[config.mk]
export PLATFORM = sky130hd
export DESIGN_NAME = led_mode_sequencer
export DESIGN_NICKNAME = d
export VERILOG_FILES = /design/src/rtl/led_pkg.sv /design/src/rtl/led_mode_sequencer_button_debounce.sv /design/src/rtl/led_mode_sequencer.sv
export SDC_FILE = /design/constraint.sdc
export NUM_CORES = 1
export LEC_CHECK = 0
export BUFFER_PORTS_ARGS = -buffer_cell sky130_fd_sc_hd__buf_4
export CORE_UTILIZATION = 30
export DETAILED_ROUTE_END_ITERATION = 8
export PLACE_DENSITY_LB_ADDON = 0.05
export SLEW_MARGIN = 10
export SYNTH_ARGS = -nofsm -noshare
export SYNTH_HDL_FRONTEND = slang
export SYNTH_SLANG_ARGS = --single-unit
[constraint.sdc]
create_clock -name clk -period 3.08 [get_ports clk]
set_input_delay 0.308 -clock clk [delete_from_list [all_inputs] [get_ports clk]]
set_output_delay 0.308 -clock clk [all_outputs]
set_load 0.005 [all_outputs]
[src/rtl/led_pkg.sv]
// Shared types for the status-LED controller: the mode encoding and its reset value.
package led_pkg;

    typedef enum logic [1:0] {
        MODE_OFF     = 2'd0,
        MODE_SLOW    = 2'd1,
        MODE_FAST    = 2'd2,
        MODE_BREATHE = 2'd3
    } led_mode_t;

    localparam led_mode_t MODE_RESET = MODE_SLOW;

    // Press order OFF -> SLOW -> FAST -> BREATHE -> OFF.
    function automatic led_mode_t next_mode(input led_mode_t m);
        led_mode_t n;
        n = MODE_RESET;
        case (m)
            MODE_OFF:     n = MODE_SLOW;
            MODE_SLOW:    n = MODE_FAST;
            MODE_FAST:    n = MODE_BREATHE;
            MODE_BREATHE: n = MODE_OFF;
            default:      n = MODE_RESET;
        endcase
        return n;
    endfunction

endpackage

[src/rtl/led_mode_sequencer_button_debounce.sv]
// Button front end: 2-flop synchroniser, level debounce, and a one-cycle strobe on each accepted press.
module button_debounce #(
    parameter int DEBOUNCE_CYCLES = 1_000_000
) (
    input  logic clk,
    input  logic rst_n,
    input  logic button,
    output logic press_pulse
);

    localparam int CW = $clog2(DEBOUNCE_CYCLES);
    localparam logic [CW-1:0] DEB_LAST = CW'(DEBOUNCE_CYCLES - 1);

    logic          b_meta_q;
    logic          b_s_q;
    logic          deb_lvl_q, deb_lvl_d;
    logic [CW-1:0] deb_cnt_q, deb_cnt_d;
    logic          press_pulse_q, press_pulse_d;

    // The counter is cleared on acceptance, so it can never run past DEB_LAST.
    always_comb begin
        deb_lvl_d     = deb_lvl_q;
        deb_cnt_d     = '0;
        press_pulse_d = 1'b0;
        if (b_s_q != deb_lvl_q) begin
            if (deb_cnt_q == DEB_LAST) begin
                deb_lvl_d     = b_s_q;
                press_pulse_d = b_s_q;
            end else begin
                deb_cnt_d = deb_cnt_q + 1'b1;
            end
        end
    end

    always_ff @(posedge clk or negedge rst_n) begin
        if (!rst_n) begin
            b_meta_q      <= 1'b0;
            b_s_q         <= 1'b0;
            deb_lvl_q     <= 1'b0;
            deb_cnt_q     <= '0;
            press_pulse_q <= 1'b0;
        end else begin
            b_meta_q      <= button;
            b_s_q         <= b_meta_q;
            deb_lvl_q     <= deb_lvl_d;
            deb_cnt_q     <= deb_cnt_d;
            press_pulse_q <= press_pulse_d;
        end
    end

    assign press_pulse = press_pulse_q;

endmodule

[src/rtl/led_mode_sequencer.sv]
// Status-LED controller: each debounced press steps the mode; the LED pattern is derived from one
// free-running counter that restarts at phase 0 whenever the mode changes.
//
//   state        | meaning
//   MODE_OFF     | LED held low
//   MODE_SLOW    | LED = cnt[SLOW_BIT] square wave (reset state)
//   MODE_FAST    | LED = cnt[FAST_BIT] square wave
//   MODE_BREATHE | LED = PWM with a triangle duty ramp
module led_mode_sequencer
    import led_pkg::*;
#(
    parameter int DEBOUNCE_CYCLES = 1_000_000,
    parameter int CNT_W           = 27,
    parameter int SLOW_BIT        = 26,
    parameter int FAST_BIT        = 23,
    parameter int PWM_BITS        = 8
) (
    input  logic       clk,
    input  logic       rst_n,
    input  logic       button,
    output logic       led,
    output logic [1:0] mode,
    output logic       press_pulse
);

    logic press;

    button_debounce #(
        .DEBOUNCE_CYCLES(DEBOUNCE_CYCLES)
    ) u_button_debounce (
        .clk        (clk),
        .rst_n      (rst_n),
        .button     (button),
        .press_pulse(press)
    );

    led_mode_t            mode_q, mode_d;
    logic [CNT_W-1:0]     cnt_q, cnt_d;
    logic                 led_q, led_d;
    logic [PWM_BITS-1:0]  ramp;
    logic [PWM_BITS-1:0]  tri_val;
    logic                 breathe_led;

    always_comb begin
        mode_d = press ? next_mode(mode_q) : mode_q;
        cnt_d  = press ? '0 : cnt_q + CNT_W'(1);
    end

    // Upper counter bits give the duty; the MSB mirrors it so brightness rises then falls.
    always_comb begin
        ramp        = cnt_q[CNT_W-2 -: PWM_BITS];
        tri_val     = cnt_q[CNT_W-1] ? ~ramp : ramp;
        breathe_led = (cnt_q[PWM_BITS-1:0] < tri_val);
    end

    always_comb begin
        led_d = 1'b0;
        case (mode_q)
            MODE_OFF:     led_d = 1'b0;
            MODE_SLOW:    led_d = cnt_q[SLOW_BIT];
            MODE_FAST:    led_d = cnt_q[FAST_BIT];
            MODE_BREATHE: led_d = breathe_led;
            default:      led_d = 1'b0;
        endcase
    end

    always_ff @(posedge clk or negedge rst_n) begin
        if (!rst_n) begin
            mode_q <= MODE_RESET;
            cnt_q  <= '0;
            led_q  <= 1'b0;
        end else begin
            mode_q <= mode_d;
            cnt_q  <= cnt_d;
            led_q  <= led_d;
        end
    end

    assign led         = led_q;
    assign mode        = mode_q;
    assign press_pulse = press;

endmodule

==> results of run 1 <==
==> state kept, by name, indices dropped and copies added, names as in the netlist <==
signal,cells
led,1
u_button_debounce.press_pulse,1
cnt_q,27
mode,2
u_button_debounce.deb_lvl_q,1
u_button_debounce.deb_cnt_q,20
u_button_debounce.b_meta_q,1
u_button_debounce.b_s_q,1
==> layout make-up <==
class | instances | area share, %
Multi-Input combinational cell | 224 | 45.7
Sequential cell | 54 | 42.8
Tap cell | 129 | 5.10
Clock buffer | 8 | 2.85
Timing Repair Buffer | 10 | 2.37
Inverter | 10 | 1.19
==> per-layer routing <==
metal / vias up / track usage, % / wire, um
li1: 1083 / - / -
met2: 12 / 23.4 / 2960
met5: - / 0 / 0
met3: 4 / 2.65 / 114
met4: 0 / 4.35 / 61
met1: 1035 / 14.9 / 2750
==> power groups by stage <==
stage,clock (W),sequential (W),combinational [W]
5_1_grt,0.000469,0.000719,0.0000355
6_report,0.000410,0.000718,0.0000290
4_1_cts,0.000440,0.000718,0.0000313
3_5_place_dp,0,0.000732,0.0000310
2_1_floorplan,0,0.000731,0.00000952
3_3_place_gp,0,0.000732,0.0000314
==> cells in the final DEF (no fill, tap or decap), types with 4 or more instances in the layout <==
master	n
nor4_1	10
inv_1	10
nand2_1	15
clkbuf_8	6
or4_1	12
nor2_1	35
dfrtp_1	53
nand3_1	21
or3_1	6
buf_4	10
nor3_1	5
o31ai_1	10
o21ai_0	9
and3_1	5
nand4_1	8
nand2b_1	4
a21oi_1	20
xor2_1	11
ha_1	13
xnor2_1	22
==> kinds of logic (layout without fill, tap and decap cells) <==
family / after synthesis / count (layout) / share of synthesized area (%)
flops: 54 / 54 / 46.7
compound gates: 48 / 48 / 10.1
fa+ha+maj: 13 / 13 / 5.62
xor+xnor: 33 / 33 / 9.99
mux: 2 / 2 / 0.778
simple gates: 128 / 128 / 23.3
buf+inv: 24 / 28 / 3.46
==> how the worst max path moves through the flow <==
stage | start | end | slack (ns) | cells past startpoint
3_3_place_gp | cnt_q[7]$_DFF_PN0_ | cnt_q[23]$_DFF_PN0_ | 0.85 | 4
6_report | cnt_q[7]$_DFF_PN0_ | cnt_q[23]$_DFF_PN0_ | 0.79 | 4
2_1_floorplan | cnt_q[7]$_DFF_PN0_ | cnt_q[20]$_DFF_PN0_ | 1.07 | 6
3_5_place_dp | cnt_q[7]$_DFF_PN0_ | cnt_q[23]$_DFF_PN0_ | 0.81 | 4
5_1_grt | cnt_q[7]$_DFF_PN0_ | cnt_q[26]$_DFF_PN0_ | 0.68 | 4
4_1_cts | cnt_q[7]$_DFF_PN0_ | cnt_q[23]$_DFF_PN0_ | 0.79 | 4
==> through the flow <==
| step | std cells | setup slack (ns) | utilization, % |
|---|---|---|---|
| finish | 435 | 0.792 | 34.1 |
| global route | 435 | 0.679 | 34.1 |
| CTS | 435 | 0.794 | 34.1 |
| detailed placement | 427 | 0.808 | 33.1 |
| global placement | 427 | 0.851 | 33.1 |
| floorplan | 302 | 1.07 | - |
==> critical path, cell delays in order (launching register included) <==
cell and delay [ns]:
dfrtp_1 0.46, nand4_2 0.19, or4_1 0.81, or4_1 0.58
a21oi_1 0.17
==> summary.md, run 1 <==
| Metric | Value |
|---|---|
| R2R cell count | `4` |
| Sw Ratio | `between 20% and 30%` |
| Area leader, netlist | `dfrtp_1` |
| WL final | `about 5900 um` |
| Top cells by count, synth | `dfrtp_1, nor2_1, xnor2_1, nand3_1, a21oi_1` |
| Fillers | `986` |
| Row Count | `35` |
| Final net count | `321` |
| Synth top area share | `a little under half` |
| Worst-path fanout max | `16` |
| First-pass GRT wire length | `10100 um` |
| Placement Cell Area | `slightly above 3000 um2` |
| CTS sink cnt | `54` |
| Gate power share | `2.5%` |
| Initial Utilization | `31.2%` |
| Layout cells sized above 1 | `under 10%` |
| Hold Fails Final Rpt | `0` |
| Sequential area share after synthesis | `46.7%` |
| Overall Power | `0.00116 W` |
| IO buf count | `6` |
| Ys async rst share | `100%` |
| Max H-tree Level | `2` |
| Most used DFF post-synth | `dfrtp_1` |
| Reg2Reg Setup Slack | `0.79 ns` |
| Fmax | `roughly 0.44 GHz` |
| Relative slew slack | `52.3%` |
| Global placer's final weighted congestion | `0.689` |
| CP startpoint kind | `register` |
| Grt total ovfl | `0` |
| Yosys cell types | `36` |
| Hold_ws | `0.0486 ns` |
| Vias per std cell | `4.91` |
| Wire per inst | `13.5 um` |
| CORE AREA | `just over 9000 um2` |
| Yosys warns | `0` |
| Worst-path clk slew | `0.10 ns` |
| Pint | `0.000904 W` |
| Synth Instances | `302` |
| Number of diodes | `0` |
| Area Overhead vs Synth | `9.30%` |
| Period Utilization, post-route | `74.3%` |
| Final Critical Period | `approximately 2.3 ns` |
| Portion of total power attributed to the clock network | `35.4%` |
| Area contributors post-synth | `dfrtp_1, xnor2_1, ha_1, nor2_1, nand3_1` |
| Max-cap violations | `0` |
| Final ANT Viol Nets | `0` |
| R2R Path End | `cnt_q[23]$_DFF_PN0_` |
| CP Class | `reg -> reg` |
| Hold-fix buffers, CTS | `0` |
| Total track usage | `12.8%` |
| Register area | `1350 um2` |
| VDD IR-drop max | `about 0.14 mV` |
| Setup TNS Final | `0 ns` |
| Skew-Pair Late Insertion Delay | `approximately 0.3 ns` |
| Synthesized net count | `around 320` |
| IO Pins | `7` |
| Iteration-0 DRC Markers | `29` |
| Final Max Tran Viols | `0` |
| Via count | `2134` |
| Leakage | `1.26 nW` |
| # DRC | `0` |
| Postcts setup bufs | `0` |
| RSZ-0062 raised after global routing | `false` |
| Worst Tran Pin Value | `0.716 ns` |
| Chip width | `between 100 and 150 um` |
| Required time of the worst setup path | `~3.3 ns` |
| Die ar. | `10000 um2` |
| Synthesized cell area | `2890 um2` |
| Worst Path Arrival | `about 2.5 ns` |
| Synthesized flop and latch total | `54` |
| Worst Skew | `between 0.01 and 0.015 ns` |
| Critical Path Sink Type | `register` |
| PD cells | `366 nW/um2` |
| TritonCTS clock tree | `done` |
| Number of flops mapped to enable cells by yosys | `0` |
| Status | `finished, final reports clean` |
| Post-Syn Area per Cell | `9.58 um2` |
| Drt pass-1 iters | `4` |
| Reg power frac | `between 60 and 70%` |
| Clock buffer depth | `2` |
| Finish-stage setup viols | `0` |
| CTS root buffer | `clkbuf_8` |
| Number of CTS-inserted buffers | `5` |
| Worst min-delay path class | `in -> async` |
| Hpwl dp | `3950 um` |
| Net Sw Power | `0.000253 W` |
| Die H | `100 um` |
| Vias in the first global route | `~2100` |
| Most common cell in the netlist | `dfrtp_1` |
| R2r startpoint | `cnt_q[7]$_DFF_PN0_` |
| # resized after CTS | `0` |
| Antenna violations before repair | `0` |
| Finished Cell Area | `3160 um2` |
| Largest net degree at the start of global routing | `55` |
| Multi-input gate area | `1450 um2` |
No activity file was read; power rests on OpenSTA's default activity.
==> inputs of run 2 (changes only) <==
ABC_AREA = 1   (was default)
clock period = 2.13 ns   (was 3.08 ns; I/O delays follow)
==> run 2 against run 1 <==
Against the previous run:
- cell count up 28%
- combinational power is 57% higher
- critical path depth rose by 5
- clock-buffer cell count down 2
- fmax grew 32%
- via count rose by 17%
- worst hold slack improved by 0.32 ns
- largest power group unchanged
==> summary.md, run 2 <==
| Metric | Value |
|---|---|
| WL final | `7160 um (+22%)` |
| CP Class | `reg -> reg` |
| Fillers | `1099 (+11%)` |
| Number of diodes | `0 (unchanged)` |
| Worst Skew | `0.00478 ns (-0.00595 ns)` |
| VDD IR-drop max | `0.199 mV (+41%)` |
| Top reg by flops | `cnt_q` |
| Finish-stage setup viols | `0 (unchanged)` |
| Row Count | `37 (+5.7%)` |
| Slowest stage delay, CP | `0.63 ns (-0.18 ns)` |
| Chip width | `106 um (+5.7%)` |
| Required time of the worst setup path | `2.38 ns (-0.93 ns)` |
| Max H-tree Level | `2 (unchanged)` |
| Post-Syn Area per Cell | `7.91 um2 (-17%)` |
| Most common cell after layout, fill and taps aside | `nand2_1` |
| Pre-CTS WS | `0.396 ns (-0.412 ns)` |
| # resized after CTS | `0 (unchanged)` |
| Worst path cell trace | `xnor2_1 > ha_1 > nand2_1 > nand2_1 > nor2_1 > nand2_1 > a31oi_1 > nand2_1 > a21oi_1` |
| Ys async rst share | `100% (unchanged)` |
| Iteration-0 DRC Markers | `72 (+150%)` |
| Status | `finished, final reports clean` |
| Hold Fails Final Rpt | `0 (unchanged)` |
| Final net count | `437 (+36%)` |
| Area Overhead vs Synth | `10.2%` |
| Most used DFF post-synth | `dfrtp_1` |
| Total track usage | `14.4% (+1.6 points)` |
| CTS sink cnt | `54 (unchanged)` |
| Final Critical Period | `1.74 ns (-0.551 ns)` |
| CORE AREA | `10400 um2 (+12%)` |
| Hpwl dp | `5300 um (+34%)` |
| # DRC | `0 (unchanged)` |
| Worst setup margin | `0.392 ns (-0.399 ns)` |
| Vias per std cell | `4.47 (-8.9%)` |
| Max FFs per register | `27 (unchanged)` |
| Initial Utilization | `31.1% (-0.049 points)` |
| IO Pins | `7 (unchanged)` |
| Drt pass-1 iters | `4 (unchanged)` |
| Via count | `2493 (+17%)` |
| Die ar. | `11200 um2 (+12%)` |
| Buf/Inv on CP | `0 (unchanged)` |
| Worst Path Arrival | `1.98 ns (-0.54 ns)` |
| Grt total ovfl | `0 (unchanged)` |
| Relative slew slack | `52.1% (-0.20 points)` |
| Final ANT Viol Nets | `0 (unchanged)` |
| IO buf count | `6 (unchanged)` |
| Synth Instances | `410 (+36%)` |
| Critical Path Sink Type | `register` |
| Postcts setup bufs | `0 (unchanged)` |
| Xor/xnor share of the synthesized area | `5.67% (-4.3 points)` |
| Commonest cells after routing, fill and taps aside | `nand2_1, nor2_1, dfrtp_1` |
| Final Max Tran Viols | `0 (unchanged)` |
| Area contributors post-synth | `dfrtp_1, nand2_1, nor2_1, inv_1, ha_1` |
| Worst-path fanout max | `11 (-5)` |
| PD cells | `504 nW/um2 (+38%)` |
| Leakage | `1.66 nW (+31%)` |
| CP most frequent cell | `nand2_1` |
| Vias in the first global route | `2618 (+22%)` |
| Hold-fix buffers, CTS | `2 (+2)` |
| Number of flops mapped to enable cells by yosys | `0 (unchanged)` |
| Worst Tran Pin Value | `0.719 ns (+0.00303 ns)` |
| Synthesized cell area | `3240 um2 (+12%)` |
| Crit-path leading delay family | `flip-flops` |
| Most common cell in the netlist | `nand2_1` |
| Yosys warns | `0 (unchanged)` |
| Slowest CP cell | `dfrtp_1` |
| CTS root buffer | `clkbuf_8` |
| TritonCTS clock tree | `done` |
| Yosys cell types | `34 (-5.6%)` |
| Simple-Gate Fraction of Synth Area | `34.4% (+11 points)` |
| Setup TNS Final | `0 ns (unchanged)` |
| Post-synthesis compound-gate area fraction | `5.94% (-4.1 points)` |
| Wire per inst | `12.8 um (-5.2%)` |
| Clock buffer depth | `2 (unchanged)` |
| Synthesized net count | `426 (+34%)` |
| Skew-Pair Late Insertion Delay | `0.32 ns (+0.02 ns)` |
| CP startpoint kind | `register` |
| Largest family of logic cells by synthesized area | `simple AND/OR/NAND/NOR gates` |
| Core Util, Final | `34.3% (+0.24 points)` |
| Worst-path clk slew | `0.10 ns (about the same)` |
| Multiplexer share of the synthesized area | `0% (-0.78 points)` |
| Largest net degree at the start of global routing | `55 (unchanged)` |
| Global placer's final weighted congestion | `0.746 (+8.2%)` |
| Synth Area in Adders | `5.02% (-0.60 points)` |
| First-pass GRT wire length | `12600 um (+25%)` |
| Antenna violations before repair | `0 (unchanged)` |
| Period Utilization, post-route | `81.6% (+7.3 points)` |
| Synth top area share | `40.9% (-4.9 points)` |
| Max-cap violations | `0 (unchanged)` |
| Layout cells sized above 1 | `12.8% (+4.6 points)` |
| Reg2Reg Setup Slack | `0.39 ns (-0.40 ns)` |
| Worst min-delay path class | `reg -> reg` |
| Synthesized flop and latch total | `54 (unchanged)` |
| Fmax | `0.575 GHz (+32%)` |
| Sequential area share after synthesis | `41.7% (-5.0 points)` |
| Top cells by count, synth | `nand2_1, nor2_1, dfrtp_1, inv_1` |
| Die H | `106 um (+5.7%)` |
| Number of CTS-inserted buffers | `5 (unchanged)` |
| RSZ-0062 raised after global routing | `false` |
| Area leader, netlist | `dfrtp_1` |
run 2: metrics by stage:
stage | instances | hold slack [ns] | cell area, um2 | total power, W
floorplan | 410 | -0.0826 | 3240 | 0.00107
global placement | 548 | 0.323 | 3440 | 0.00110
detailed placement | 548 | 0.325 | 3440 | 0.00110
CTS | 558 | 0.367 | 3570 | 0.00184
global route | 558 | 0.386 | 3570 | 0.00190
finish | 558 | 0.366 | 3570 | 0.00180
run 2: where the power goes:
part | total (W) | switching (W) | internal (W) | leakage (nW)
Sequential | 0.00104 | 0.00000515 | 0.00103 | 0.729
Clock | 0.000720 | 0.000369 | 0.000352 | 0.0514
Combinational | 0.0000455 | 0.0000342 | 0.0000113 | 0.879
run 2: final timing paths:
kind / start / to / cells after the start
setup / recovery: cnt_q[26]$_DFF_PN0_ / led$_DFF_PN0_ / 9
hold / removal: u_button_debounce.b_meta_q$_DFF_PN0_ / u_button_debounce.b_s_q$_DFF_PN0_ / 0
setup reg to reg: cnt_q[26]$_DFF_PN0_ / led$_DFF_PN0_ / 9
hold reg to reg: u_button_debounce.b_meta_q$_DFF_PN0_ / u_button_debounce.b_s_q$_DFF_PN0_ / 0
max in group asynchronous: rst_n / cnt_q[18]$_DFF_PN0_ / 2
min in group asynchronous: rst_n / cnt_q[12]$_DFF_PN0_ / 2
run 2: layer usage:
metal  share of wire, %  track usage (%)
met1                 49             17.9
met2                 48             25.4
met3                2.0             2.76
met4                1.1             4.17
met5                  0                0
run 2: cell type report:
cell class                 count  area (um2)  area share (%)
clock buffer                   6        72.6            2.03
clock inverter                 2        37.5            1.05
inverter                      56         213            5.95
multi-input combinational    295        1660            46.3
sequential                    54        1350            37.9
tap                          136         170            4.76
timing repair buffer           9        72.6            2.03
run 2: cells by family after synthesis:
group | Yosys count
AO/OA/AOI/OAI | 36
AND/OR/NAND/NOR | 225
buffers and inverters | 61
XOR/XNOR | 21
adder cells (fa/ha/maj) | 13
flip-flops | 54
run 2: worst register-to-register path: stages (launching register included):
cell     delay [ns]
dfrtp_1        0.63
xnor2_1        0.14
ha_1           0.33
nand2_1        0.07
nand2_1        0.05
nor2_1         0.08
nand2_1        0.05
a31oi_1        0.14
nand2_1        0.07
a21oi_1        0.12
